===== src/rtl/wishbone_slave_param_pkg.sv =====
// Shared types for the Wishbone slave: FSM states, access targets and default widths.
package wishbone_slave_param_pkg;

  localparam int DEF_DATA_W = 128;
  localparam int DEF_ADR_W  = 5;

  typedef enum logic [2:0] {
    ST_IDLE,
    ST_REQ,
    ST_WAIT,
    ST_ACK,
    ST_ERR,
    ST_HOLD
  } state_e;

  typedef enum logic [1:0] {
    TGT_NONE,
    TGT_REG,
    TGT_FIFO
  } tgt_e;

  // Timeout counter width; a disabled timeout still keeps a 1-bit counter.
  function automatic int cnt_width(input int timeout);
    return (timeout > 0) ? $clog2(timeout + 1) : 1;
  endfunction

endpackage


===== src/rtl/wishbone_slave_param_wb_addr_decode.sv =====
// Maps a Wishbone word address onto the register window, the FIFO port or nothing.
module wb_addr_decode
  import wishbone_slave_param_pkg::*;
#(
  parameter int ADR_W    = DEF_ADR_W,
  parameter int NUM_REGS = 16,
  parameter int FIFO_ADR = 16
) (
  input  logic [ADR_W-1:0] adr_i,
  output tgt_e             tgt_o
);

  always_comb begin
    tgt_o = TGT_NONE;
    if (32'(adr_i) < 32'(NUM_REGS))       tgt_o = TGT_REG;
    else if (32'(adr_i) == 32'(FIFO_ADR)) tgt_o = TGT_FIFO;
  end

endmodule


===== src/rtl/wishbone_slave_param.sv =====
// Wishbone slave bridging a master to the SD host register file and data FIFO,
// with cycle qualification, command decode and a host-response timeout.
module wishbone_slave_param
  import wishbone_slave_param_pkg::*;
#(
  parameter int DATA_W   = DEF_DATA_W,
  parameter int ADR_W    = DEF_ADR_W,
  parameter int NUM_REGS = 16,
  parameter int FIFO_ADR = 16,
  parameter int CMD_ADR  = 0,
  parameter int TIMEOUT  = 255
) (
  input  logic              clock,
  input  logic              reset,
  input  logic              cyc_i,
  input  logic              strobe,
  input  logic              we_i,
  input  logic [ADR_W-1:0]  adr_i,
  input  logic [DATA_W-1:0] wb_data_i,
  input  logic [DATA_W-1:0] host_data_i,
  input  logic              cmd_done_i,
  input  logic              data_done_i,
  output logic [DATA_W-1:0] wb_data_o,
  output logic              ack_o,
  output logic              error_o,
  output logic [DATA_W-1:0] host_data_o,
  output logic              reg_read_en,
  output logic              reg_write_en,
  output logic              fifo_read_en,
  output logic              fifo_write_en,
  output logic              new_command,
  output logic              new_data
);

  localparam int CNT_W = cnt_width(TIMEOUT);

  state_e              state_q, state_d;
  tgt_e                tgt_q, tgt_d, dec_tgt;
  logic                we_q, we_d;
  logic [CNT_W-1:0]    cnt_q, cnt_d, cnt_inc;
  logic [DATA_W-1:0]   wb_data_q, wb_data_d;
  logic [DATA_W-1:0]   host_data_q, host_data_d;
  logic                ack_q, ack_d, err_q, err_d;
  logic                rre_q, rre_d, rwe_q, rwe_d, fre_q, fre_d, fwe_q, fwe_d;
  logic                ncmd_q, ncmd_d, ndat_q, ndat_d;
  logic                is_cmd, done;

  wb_addr_decode #(
    .ADR_W    (ADR_W),
    .NUM_REGS (NUM_REGS),
    .FIFO_ADR (FIFO_ADR)
  ) u_dec (
    .adr_i (adr_i),
    .tgt_o (dec_tgt)
  );

  assign is_cmd  = (32'(adr_i) == 32'(CMD_ADR));
  assign done    = (tgt_q == TGT_REG)  ? cmd_done_i :
                   (tgt_q == TGT_FIFO) ? data_done_i : 1'b0;
  assign cnt_inc = (cnt_q == {CNT_W{1'b1}}) ? cnt_q : cnt_q + 1'b1;

  // Every output is computed one cycle ahead so it lands in the state it belongs to.
  always_comb begin
    state_d     = state_q;
    tgt_d       = tgt_q;
    we_d        = we_q;
    cnt_d       = cnt_q;
    wb_data_d   = wb_data_q;
    host_data_d = host_data_q;
    ack_d       = 1'b0;
    err_d       = 1'b0;
    rre_d       = 1'b0;
    rwe_d       = 1'b0;
    fre_d       = 1'b0;
    fwe_d       = 1'b0;
    ncmd_d      = 1'b0;
    ndat_d      = 1'b0;
    case (state_q)
      ST_IDLE: begin
        if (cyc_i && strobe) begin
          tgt_d = dec_tgt;
          we_d  = we_i;
          if (dec_tgt == TGT_NONE) begin
            state_d = ST_ERR;
            err_d   = 1'b1;
          end else begin
            state_d = ST_REQ;
            if (we_i) host_data_d = wb_data_i;
            rre_d  = (dec_tgt == TGT_REG)  && !we_i;
            rwe_d  = (dec_tgt == TGT_REG)  &&  we_i;
            fre_d  = (dec_tgt == TGT_FIFO) && !we_i;
            fwe_d  = (dec_tgt == TGT_FIFO) &&  we_i;
            ncmd_d = (dec_tgt == TGT_REG)  &&  we_i && is_cmd;
            ndat_d = (dec_tgt == TGT_FIFO) &&  we_i;
          end
        end
      end
      ST_REQ: begin
        cnt_d   = '0;
        state_d = cyc_i ? ST_WAIT : ST_IDLE;
      end
      ST_WAIT: begin
        if (!cyc_i) begin
          state_d = ST_IDLE;
        end else if (done) begin
          if (!we_q) wb_data_d = host_data_i;
          state_d = ST_ACK;
          ack_d   = 1'b1;
        end else begin
          cnt_d = cnt_inc;
          if ((TIMEOUT != 0) && (cnt_inc == CNT_W'(TIMEOUT))) begin
            state_d = ST_ERR;
            err_d   = 1'b1;
          end
        end
      end
      ST_ACK:  state_d = ST_HOLD;
      ST_ERR:  state_d = ST_HOLD;
      // Wait for the master to release the strobe so one strobe means one transfer.
      ST_HOLD: if (!strobe || !cyc_i) state_d = ST_IDLE;
      default: state_d = ST_IDLE;
    endcase
  end

  always_ff @(posedge clock or posedge reset) begin
    if (reset) begin
      state_q     <= ST_IDLE;
      tgt_q       <= TGT_NONE;
      we_q        <= 1'b0;
      cnt_q       <= '0;
      wb_data_q   <= '0;
      host_data_q <= '0;
      ack_q       <= 1'b0;
      err_q       <= 1'b0;
      rre_q       <= 1'b0;
      rwe_q       <= 1'b0;
      fre_q       <= 1'b0;
      fwe_q       <= 1'b0;
      ncmd_q      <= 1'b0;
      ndat_q      <= 1'b0;
    end else begin
      state_q     <= state_d;
      tgt_q       <= tgt_d;
      we_q        <= we_d;
      cnt_q       <= cnt_d;
      wb_data_q   <= wb_data_d;
      host_data_q <= host_data_d;
      ack_q       <= ack_d;
      err_q       <= err_d;
      rre_q       <= rre_d;
      rwe_q       <= rwe_d;
      fre_q       <= fre_d;
      fwe_q       <= fwe_d;
      ncmd_q      <= ncmd_d;
      ndat_q      <= ndat_d;
    end
  end

  assign wb_data_o     = wb_data_q;
  assign host_data_o   = host_data_q;
  assign ack_o         = ack_q;
  assign error_o       = err_q;
  assign reg_read_en   = rre_q;
  assign reg_write_en  = rwe_q;
  assign fifo_read_en  = fre_q;
  assign fifo_write_en = fwe_q;
  assign new_command   = ncmd_q;
  assign new_data      = ndat_q;

endmodule


===== config.mk =====
export PLATFORM = sky130hd
export DESIGN_NAME = wishbone_slave_param
export DESIGN_NICKNAME = d
export VERILOG_FILES = /design/src/rtl/wishbone_slave_param_pkg.sv /design/src/rtl/wishbone_slave_param_wb_addr_decode.sv /design/src/rtl/wishbone_slave_param.sv
export SDC_FILE = /design/constraint.sdc
export NUM_CORES = 1
export LEC_CHECK = 0
export BUFFER_PORTS_ARGS = -buffer_cell sky130_fd_sc_hd__buf_2
export CORE_AREA = 4 4 207 209
export CTS_BUF_LIST = sky130_fd_sc_hd__clkbuf_4
export DETAILED_ROUTE_END_ITERATION = 16
export DIE_AREA = 0 0 211 213
export SETUP_SLACK_MARGIN = 0.5
export SLEW_MARGIN = 5
export SYNTH_ARGS = -nofsm -noshare
export SYNTH_HDL_FRONTEND = slang
export SYNTH_SLANG_ARGS = --single-unit

===== constraint.sdc =====
create_clock -name clock -period 8.85 [get_ports clock]
set_input_delay 0 -clock clock [delete_from_list [all_inputs] [get_ports clock]]
set_output_delay 0 -clock clock [all_outputs]
set_load 0.1 [all_outputs]

==> reports/qor.yml, run 1 <==
outcome: "did not finish"
haltStage: "4_1_cts"
stop_error: "[ERROR RSZ-0060] Max buffer count reached."
cts.path.max_buffers: 3
synthTopCellsByArea: "dfrtp_1, mux2_4, mux2_1"
netlist_instances: 665
ys_seq_elements: 277
dp_hpwl_um: 23100
synth_top_flop_cell: "dfrtp_1"
yosys_warnings: 0
io_pins: 532
clkSinkCount: 277
die-height_um: 213
h-tree-depth: 3
synth_compound_area_frac: 0.0218
synth_top_family_by_area: "multiplexers"
clock-root-buffer: "clkbuf_4"
synth_top_area_share: 0.592
async_reset_ff_frac: 1.00
die_x_um: 211
synthAdderAreaFrac: 0.00107
synth_common_cells: "dfrtp_1, mux2_4, mux2_1"
post_cts_buffers: 0
yosys.cell_types.count: 51
synth_most_common_cell: "dfrtp_1"
gp_congestion: 0.788
ctsHoldBuffers: 365
synthSimpleGateAreaFrac: 0.0254
start_util: 0.287
rows: 74
synthXorXnorAreaFrac: 0.000747
yosysTopAreaCell: "dfrtp_1"
synth_enable_flop_cells: 0
ys_seq_area_frac: 0.592
io_buffer_count: 531
synth_fp_nets: 934
synth.avg_cell_area_um2: 17.6
muxShareOfSynthArea: 0.319
cts_resized: 0
numCtsBuffers: 77
postPlaceCellArea_um2: 14700
synth_area_um2: 11700
==> per-stage QoR <==
step | cells | utilization | worst slack (ns)
2_1_floorplan | 665 | - | 1.21
3_3_place_gp | 1699 | 0.359 | 5.57
3_5_place_dp | 1699 | 0.359 | 5.50
==> cell families after synthesis <==
| family | Yosys count |
|---|---|
| flops | 277 |
| xor+xnor | 1 |
| compound gates | 37 |
| fa+ha+maj | 1 |
| buf+inv | 41 |
| mux | 259 |
| simple gates | 49 |
==> run 2, diff against run 1 <==
Settings changed: CORE_AREA 4 4 207 209 to 4 4 204 206, CTS_BUF_LIST sky130_fd_sc_hd__clkbuf_4 to unset, DIE_AREA 0 0 211 213 to 0 0 208 210, PLACE_DENSITY_LB_ADDON set to 0.15, SETUP_SLACK_MARGIN 0.5 to unset.
==> reports/qor.yml, run 2 <==
tns_ns: 0
netlist_instances: 665
critical_path.max_stage_delay_ns: 0.66
rsz0062_at_grt: "no"
start_util: 0.296
yosys_warnings: 0
rows: 73
critical-path-slowest-cell: "buf_4"
finalCritPeriodShare: 0.335
synth_area_um2: 11700
setup_viol: 0
grt_pass1_wl_um: 55100
r2r_cells: 7
grt_pass1_vias: 9394
grtUsageTotal: 0.154
die_area_um2: 43700
cp.depth: 8
gp_congestion: 0.788
h-tree-depth: 1
async_reset_ff_frac: 1.00
yosys.cell_types.count: 51
worstMarginPinSlew_ns: 1.05
min_to: "state_q[2]"
slew_headroom: 0.298
synthTopCellsByArea: "dfrtp_1, mux2_4, mux2_1"
synth.avg_cell_area_um2: 17.6
tritoncts: "yes"
numCtsBuffers: 31
clk_pin_slew_ns: 0.06
fin_util: 0.462
hold_violations: 0
cts.path.max_buffers: 3
wirelength_um: 35400
outcome: "complete, no violations"
io_buffer_count: 531
dp_hpwl_um: 24400
dp.cells: 1690
design.core.area_um2: 39600
synth_common_cells: "dfrtp_1, mux2_4, mux2_1"
synth_fp_nets: 934
synth_most_common_cell: "dfrtp_1"
cp-start-kind: "input port"
worstReg2RegStart: "tgt_q[1]"
dr_wl_met2_um: 17500
criticalPathCategory: "in2reg"
ys_seq_elements: 277
reg2reg_to: "wb_data_o[114]"
route.met3.wl_um: 2620
layout_commonest_cell: "buf_2"
clock_skew_ns: 0.0231
layout_common_cells: "buf_2, dfrtp_1, dlygate4sd3_1"
drive_gt1_frac: 0.558
cp_cell_sequence: "dlygate4sd3_1 -> buf_2 -> nand2_1 -> dlygate4sd3_1 -> nor4_2 -> nand3_4 -> buf_4 -> mux2_4"
place_ws_ns: 6.09
nets: 1734
ys_seq_area_frac: 0.592
maxCapViolCount: 0
clkSinkCount: 277
drt-met1-wl_um: 14600
cp_top_family: "buffers and inverters"
critPathArrivalTime_ns: 3.40
syn_to_final_growth_pct: 56.3
grt.overflow.total: 0
io_pins: 532
cpMostUsedCell: "dlygate4sd3_1"
post_cts_buffers: 0
drt_iter0_drc: 353
critPathBufInv: 4
period_minus_slack_ns: 2.96
hold_class: "in2reg"
drc: 0
post_drt_wl_per_cell_um: 17.6
hp-start: "cmd_done_i"
antenna_left: 0
die-height_um: 210
synth_top_flop_cell: "dfrtp_1"
insertion_delay_ns: 0.56
crit_required_ns: 9.28
rrSetupSlack_ns: 6.07
fmax_mhz: 337
final_cells: 2013
setup_ws_ns: 5.89
top_layer_used: "met5"
die_x_um: 208
synth_top_area_share: 0.592
yosysTopAreaCell: "dfrtp_1"
vias: 8534
routed_via_density: 4.24
clock-root-buffer: "clkbuf_16"
end_kind: "flop"
cts_resized: 0
final-max-slew-violation-count: 0
drtPass1Iterations: 4
synth_enable_flop_cells: 0
min_path_cells: 4
grt_max_degree: 149
grt_antenna_before_repair: 3
crit_fanout: 57
[run 2: cell counts after synthesis]
No cell type changed its count.
[run 2: how the worst max path moves through the flow]
stage	start	to	slack, ns
after floorplan	reset	ack_o	1.21
after global placement	state_q[0]	host_data_o[55]	6.11
after detailed placement	state_q[2]	host_data_o[49]	6.09
after CTS	cyc_i	host_data_o[48]	5.94
after global routing	cyc_i	host_data_o[48]	5.76
final	cyc_i	host_data_o[48]	5.89
[run 2: worst register-to-register path: cells and delay by family, from the launching register on]
kind,cells,cell delay [ns]
flops,1,0.38
compound gates,1,0.13
mux,1,0.63
buf+inv,2,1.15
simple gates,3,0.38
[run 2: cells by family (layout without fill, tap and decap cells)]
group                      count (synthesis)  count (layout)  synth area share
buffers and inverters                     41             862            0.0404
other                                      0               2                 0
DFF                                      277             277             0.592
muxes                                    259             259             0.319
AOI/OAI and AO/OA                         37              37            0.0218
and+or+nand+nor                           49              49            0.0254
adders and majority gates                  1               1           0.00107
xor gates and xnor gates                   1               1          0.000748
[run 2: per-layer routing]
layer / global-route usage / vias to the layer above
met2: 0.268 / 351
met4: 0.0326 / 2
li1: - / 3966
met5: 0 / -
met1: 0.191 / 4169
met3: 0.0451 / 46
[run 2: final cells by class]
cell class,instances,area (um2)
tap,525,657
clock inverter,10,116
antenna,2,5.00
timing repair buffer,802,5390
sequential,277,6930
multi-input combinational,347,4320
clock buffer,44,875
inverter,6,30.0
fill,3538,21300
[run 2: what timing repair did]
item	in CTS	in global routing
hold endpoints to repair	397	0
setup endpoints to repair	0	0
hold buffers	267	0
[run 2: per-stage QoR]
step | area [um2] | hold WS (ns)
CTS | 18300 | 0.0205
global placement | 14700 | 0.218
floorplan | 11700 | 0.0664
global route | 18300 | 0.0525
finish | 18300 | 0.0693
detailed placement | 14700 | 0.221
Power of run 2 is left out: the tool's default activity adds up to more than one toggle a clock period on the data nets, which glitch-free logic cannot reach.
==> run 3, diff against run 2 <==
Settings changed: ABC_AREA set to 1, CORE_AREA 4 4 204 206 to 4 4 205 207, DIE_AREA 0 0 208 210 to 0 0 209 211.
Clock period 8.85 ns to 3 ns, I/O delays scaled along.
==> reports/qor.yml, run 3 <==
cp-start-kind: "input port"
hp-start: "cmd_done_i"
synth_common_cells: "dfrtp_1, mux2_1, mux2_4"
start_util: 0.278
criticalPathCategory: "in2reg"
synth_fp_nets: 964
async_reset_ff_frac: 1.00
worstMarginPinSlew_ns: 0.728
rsz0062_at_grt: "no"
slew_headroom: 0.515
fmax_mhz: 351
ys_seq_area_frac: 0.619
period_minus_slack_ns: 2.85
routed_via_density: 4.16
postPlaceCellArea_um2: 14400
min_path_cells: 7
drtPass1Iterations: 4
worstReg2RegStart: "tgt_q[0]"
synth_area_um2: 11200
final-max-slew-violation-count: 0
vias: 8615
setup_ws_ns: 0.155
fin_util: 0.452
layout_commonest_cell: "buf_2"
end_kind: "flop"
place_ws_ns: 0.879
drc: 0
grtUsageTotal: 0.153
tritoncts: "yes"
final_area_um2: 18300
muxShareOfSynthArea: 0.297
rrSetupSlack_ns: 0.44
reg2reg_to: "wb_data_o[78]"
hold_violations: 0
nets: 1783
netlist_instances: 695
clkSinkCount: 277
grt.overflow.total: 0
ys_seq_elements: 277
dp_hpwl_um: 24800
clk_pin_slew_ns: 0.06
critPathArrivalTime_ns: 3.23
synthAdderAreaFrac: 0.00112
dp.cells: 1741
yosys.cell_types.count: 30
synthTopCellsByArea: "dfrtp_1, mux2_4, mux2_1"
synth_most_common_cell: "dfrtp_1"
numCtsBuffers: 34
final_cells: 2071
synth_compound_area_frac: 0.0103
drive_gt1_frac: 0.477
vdd_drop_max_mv: 1.35
clock-root-buffer: "clkbuf_16"
cts.path.max_buffers: 3
gp_congestion: 0.782
grt_antenna_before_repair: 0
crit_required_ns: 3.39
finalCritPeriodShare: 0.948
grt_max_degree: 114
drt_iter0_drc: 283
min_to: "cnt_q[2]"
grt_pass1_wl_um: 54000
die-height_um: 211
synthSimpleGateAreaFrac: 0.0338
antenna_left: 0
outcome: "complete, no violations"
h-tree-depth: 2
synth_top_area_share: 0.619
io_pins: 532
clock_skew_ns: 0.0180
io_buffer_count: 531
wirelength_um: 35300
die_area_um2: 44100
synth.avg_cell_area_um2: 16.1
design.core.area_um2: 40400
die_x_um: 209
synth_top_flop_cell: "dfrtp_1"
r2r_cells: 8
layout_common_cells: "buf_2, dfrtp_1, dlygate4sd3_1"
post_cts_buffers: 0
synth_enable_flop_cells: 0
synthXorXnorAreaFrac: 0.000782
grt_pass1_vias: 9567
hold_class: "in2reg"
yosysTopAreaCell: "dfrtp_1"
insertion_delay_ns: 0.52
yosys_warnings: 0
syn_to_final_growth_pct: 63.0
tns_ns: 0
post_drt_wl_per_cell_um: 17.0
setup_viol: 0
crit_fanout: 24
pwr_density_cell_nw_per_um2: 1200
maxCapViolCount: 0
p_leak_nw: 10.1
synth_top_family_by_area: "multiplexers"
rows: 74
## run 3: layout make-up
type	instances	area (um2)
fill	3706	22100
sequential	277	6930
timing repair buffer	814	5560
multi-input combinational	361	3860
clock buffer	48	985
tap	532	666
clock inverter	12	146
inverter	26	101
antenna	1	2.50
## run 3: worst max path at each step
stage,from,to,slack (ns),depth (start not counted)
floorplan,reset,ack_o,-0.67,1
global placement,state_q[2],host_data_o[29],0.92,8
detailed placement,state_q[2],host_data_o[33],0.88,8
CTS,adr_i[0],host_data_o[33],0.10,12
global route,adr_i[0],host_data_o[29],0.05,12
finish,adr_i[0],host_data_o[29],0.15,12
## run 3: routing by layer
layer	track usage	wire length [um]	vias up
met5	0	0	-
met4	0.0515	1030	0
met3	0.0428	2200	63
met2	0.271	18100	321
met1	0.181	14000	4199
li1	-	-	4032
## run 3: metrics by stage
step,hold WS [ns],power (W)
floorplan,0.0664,0.0156
global placement,-0.0646,0.0176
detailed placement,-0.0654,0.0176
CTS,0.0631,0.0222
global route,0.129,0.0227
finish,0.101,0.0219
## run 3: where the power goes
part / total [W] / switching (W) / internal (W)
clock: 0.00414 / 0.00159 / 0.00255
sequential: 0.00555 / 0.000644 / 0.00490
combinational: 0.0123 / 0.00980 / 0.00245
total: 0.0219 / 0.0120 / 0.00991
## run 3: critical path, stage by stage
cell	delay, ns
dlygate4sd3_1	0.52
buf_2	0.09
nor2_1	0.03
dlygate4sd3_1	0.54
nand2_1	0.07
dlygate4sd3_1	0.59
inv_2	0.05
nor2_1	0.16
inv_2	0.09
nand2_4	0.34
buf_6	0.36
mux2_1	0.36
## run 3: cell families after synthesis
family                   count (synthesis)
adder cells (fa/ha/maj)                  1
buffers and inverters                   57
AO/OA/AOI/OAI                           21
flip-flops                             277
AND/OR/NAND/NOR                         82
XOR/XNOR                                 1
multiplexers                           256
## run 3: timing repair
item                       4_1_cts  5_1_grt
hold buffers                   269        0
setup endpoints to repair        0       41
resized for setup                0        2
hold endpoints to repair       527        0
Note: power is estimated with default switching activity, not from simulation.
==> run 4, diff against run 3 <==
Settings changed: CORE_AREA 4 4 205 207 to 4 4 207 209, DIE_AREA 0 0 209 211 to 0 0 211 213.
==> reports/qor.yml, run 4 (synthesis results as in run 3) <==
outcome: "complete, no violations"
dp_hpwl_um: 26400
tritoncts: "yes"
grt_pass1_wl_um: 54900
clkSinkCount: 277
critical_path.max_stage_delay_ns: 0.59
grt_max_degree: 92
layout_common_cells: "buf_2, dfrtp_1, dlygate4sd3_1"
worstReg2RegStart: "tgt_q[1]"
place_ws_ns: 0.865
numCtsBuffers: 31
r2r_cells: 9
vias: 8503
nets: 1779
crit_required_ns: 3.44
area.sequential_um2: 6930
grtUsageTotal: 0.153
post_cts_buffers: 0
drt_iter0_drc: 318
multi_input_area_um2: 3860
slew_headroom: 0.524
die_area_um2: 44900
design.core.area_um2: 40800
start_util: 0.274
reg2reg_to: "wb_data_o[25]"
routed_via_density: 4.11
pwr_density_cell_nw_per_um2: 1200
period_minus_slack_ns: 2.82
cts.path.max_buffers: 3
holdWs_ns: 0.0562
grt.overflow.total: 0
final-max-slew-violation-count: 0
io_buffer_count: 531
clock-root-buffer: "clkbuf_16"
final_area_um2: 18100
rows: 74
fmax_mhz: 354
final_cells: 2068
grt_pass1_vias: 9549
grt_antenna_before_repair: 1
antenna_left: 0
die_x_um: 211
drc: 0
fillers: 3780
rsz0062_at_grt: "no"
vdd_drop_max_mv: 1.11
cpMostUsedCell: "dlygate4sd3_1"
die-height_um: 213
rrSetupSlack_ns: 0.53
finalCritPeriodShare: 0.940
clock_skew_ns: 0.00883
cp-start-kind: "input port"
criticalPathCategory: "in2reg"
worstMarginPinSlew_ns: 0.714
insertion_delay_ns: 0.56
cp_cell_sequence: "dlygate4sd3_1 -> buf_2 -> nor2_1 -> dlygate4sd3_1 -> nand2_1 -> dlygate4sd3_1 -> inv_2 -> nor2_1 -> inv_2 -> nand2_4 -> buf_6 -> mux2_4"
cp_top_family: "buffers and inverters"
maxCapViolCount: 0
critical-path-slowest-cell: "dlygate4sd3_1"
gp_congestion: 0.758
crit_fanout: 53
h-tree-depth: 1
hold_class: "in2async"
dp.cells: 1741
end_kind: "flop"
critPathBufInv: 7
postPlaceCellArea_um2: 14400
wirelength_um: 36200
post_drt_wl_per_cell_um: 17.5
setup_ws_ns: 0.179
critPathArrivalTime_ns: 3.27
p_leak_nw: 9.99
syn_to_final_growth_pct: 61.9
drtPass1Iterations: 4
hold_violations: 0
layout_commonest_cell: "buf_2"
io_pins: 532
tns_ns: 0
setup_viol: 0
drive_gt1_frac: 0.477
clk_pin_slew_ns: 0.06
-- run 4: cell types whose count changed in the layout (fill, tap and decap cells not counted) --
| cell | delta |
|---|---|
| buf_4 | +5 |
| clkinvlp_4 | +4 |
| bufinv_16 | +2 |
| clkbuf_16 | -4 |
| clkinv_2 | -1 |
| clkbuf_1 | -1 |
| clkinv_4 | -1 |
| inv_6 | -2 |
| dlygate4sd3_1 | -1 |
| diode_2 | +1 |
| buf_12 | -5 |
-- run 4: stage by stage --
stage	power, W	utilization
2_1_floorplan	0.0156	-
3_3_place_gp	0.0176	0.352
3_5_place_dp	0.0177	0.352
4_1_cts	0.0221	0.444
5_1_grt	0.0226	0.444
6_report	0.0219	0.444
-- run 4: cell type report --
| type | count | share of cell area |
|---|---|---|
| sequential | 277 | 0.382 |
| timing repair buffer | 813 | 0.303 |
| multi-input combinational | 361 | 0.213 |
| clock buffer | 43 | 0.0485 |
| tap | 532 | 0.0367 |
| clock inverter | 14 | 0.0113 |
| inverter | 26 | 0.00559 |
| antenna | 2 | 0.000276 |
-- run 4: power by group --
part	leakage, nW	internal [W]	total, W	switching (W)
clock	0.523	0.00247	0.00401	0.00155
combinational	5.86	0.00245	0.0123	0.00984
sequential	3.61	0.00490	0.00556	0.000657
total	9.99	0.00982	0.0219	0.0120
-- run 4: worst reg2reg max path, delay by kind of cell (launching register included) --
kind	cells	cell delay, ns
multiplexers	1	0.38
buffers and inverters	4	1.08
AND/OR/NAND/NOR	4	0.54
flip-flops	1	0.34
-- run 4: worst max path at each step --
stage / cells after the start / from / to
floorplan: 1 / reset / ack_o
global placement: 8 / state_q[1] / host_data_o[65]
detailed placement: 8 / state_q[1] / host_data_o[92]
CTS: 12 / adr_i[0] / host_data_o[18]
global route: 12 / adr_i[0] / host_data_o[58]
finish: 12 / adr_i[0] / host_data_o[19]
-- run 4: what timing repair did --
item / 4_1_cts / 5_1_grt
hold buffers: 268 / 0
endpoints found under the setup margin: 0 / 55
hold endpoints to repair: 376 / 0
gates resized for setup: 0 / 2
-- run 4: routing by layer --
layer,vias up,routed length (um),global-route usage,part of all wire
li1,4022,-,-,-
met1,4047,14400,0.182,0.40
met2,368,17600,0.266,0.49
met3,66,2990,0.0454,0.083
met4,0,1170,0.0530,0.032
met5,-,0,0,0
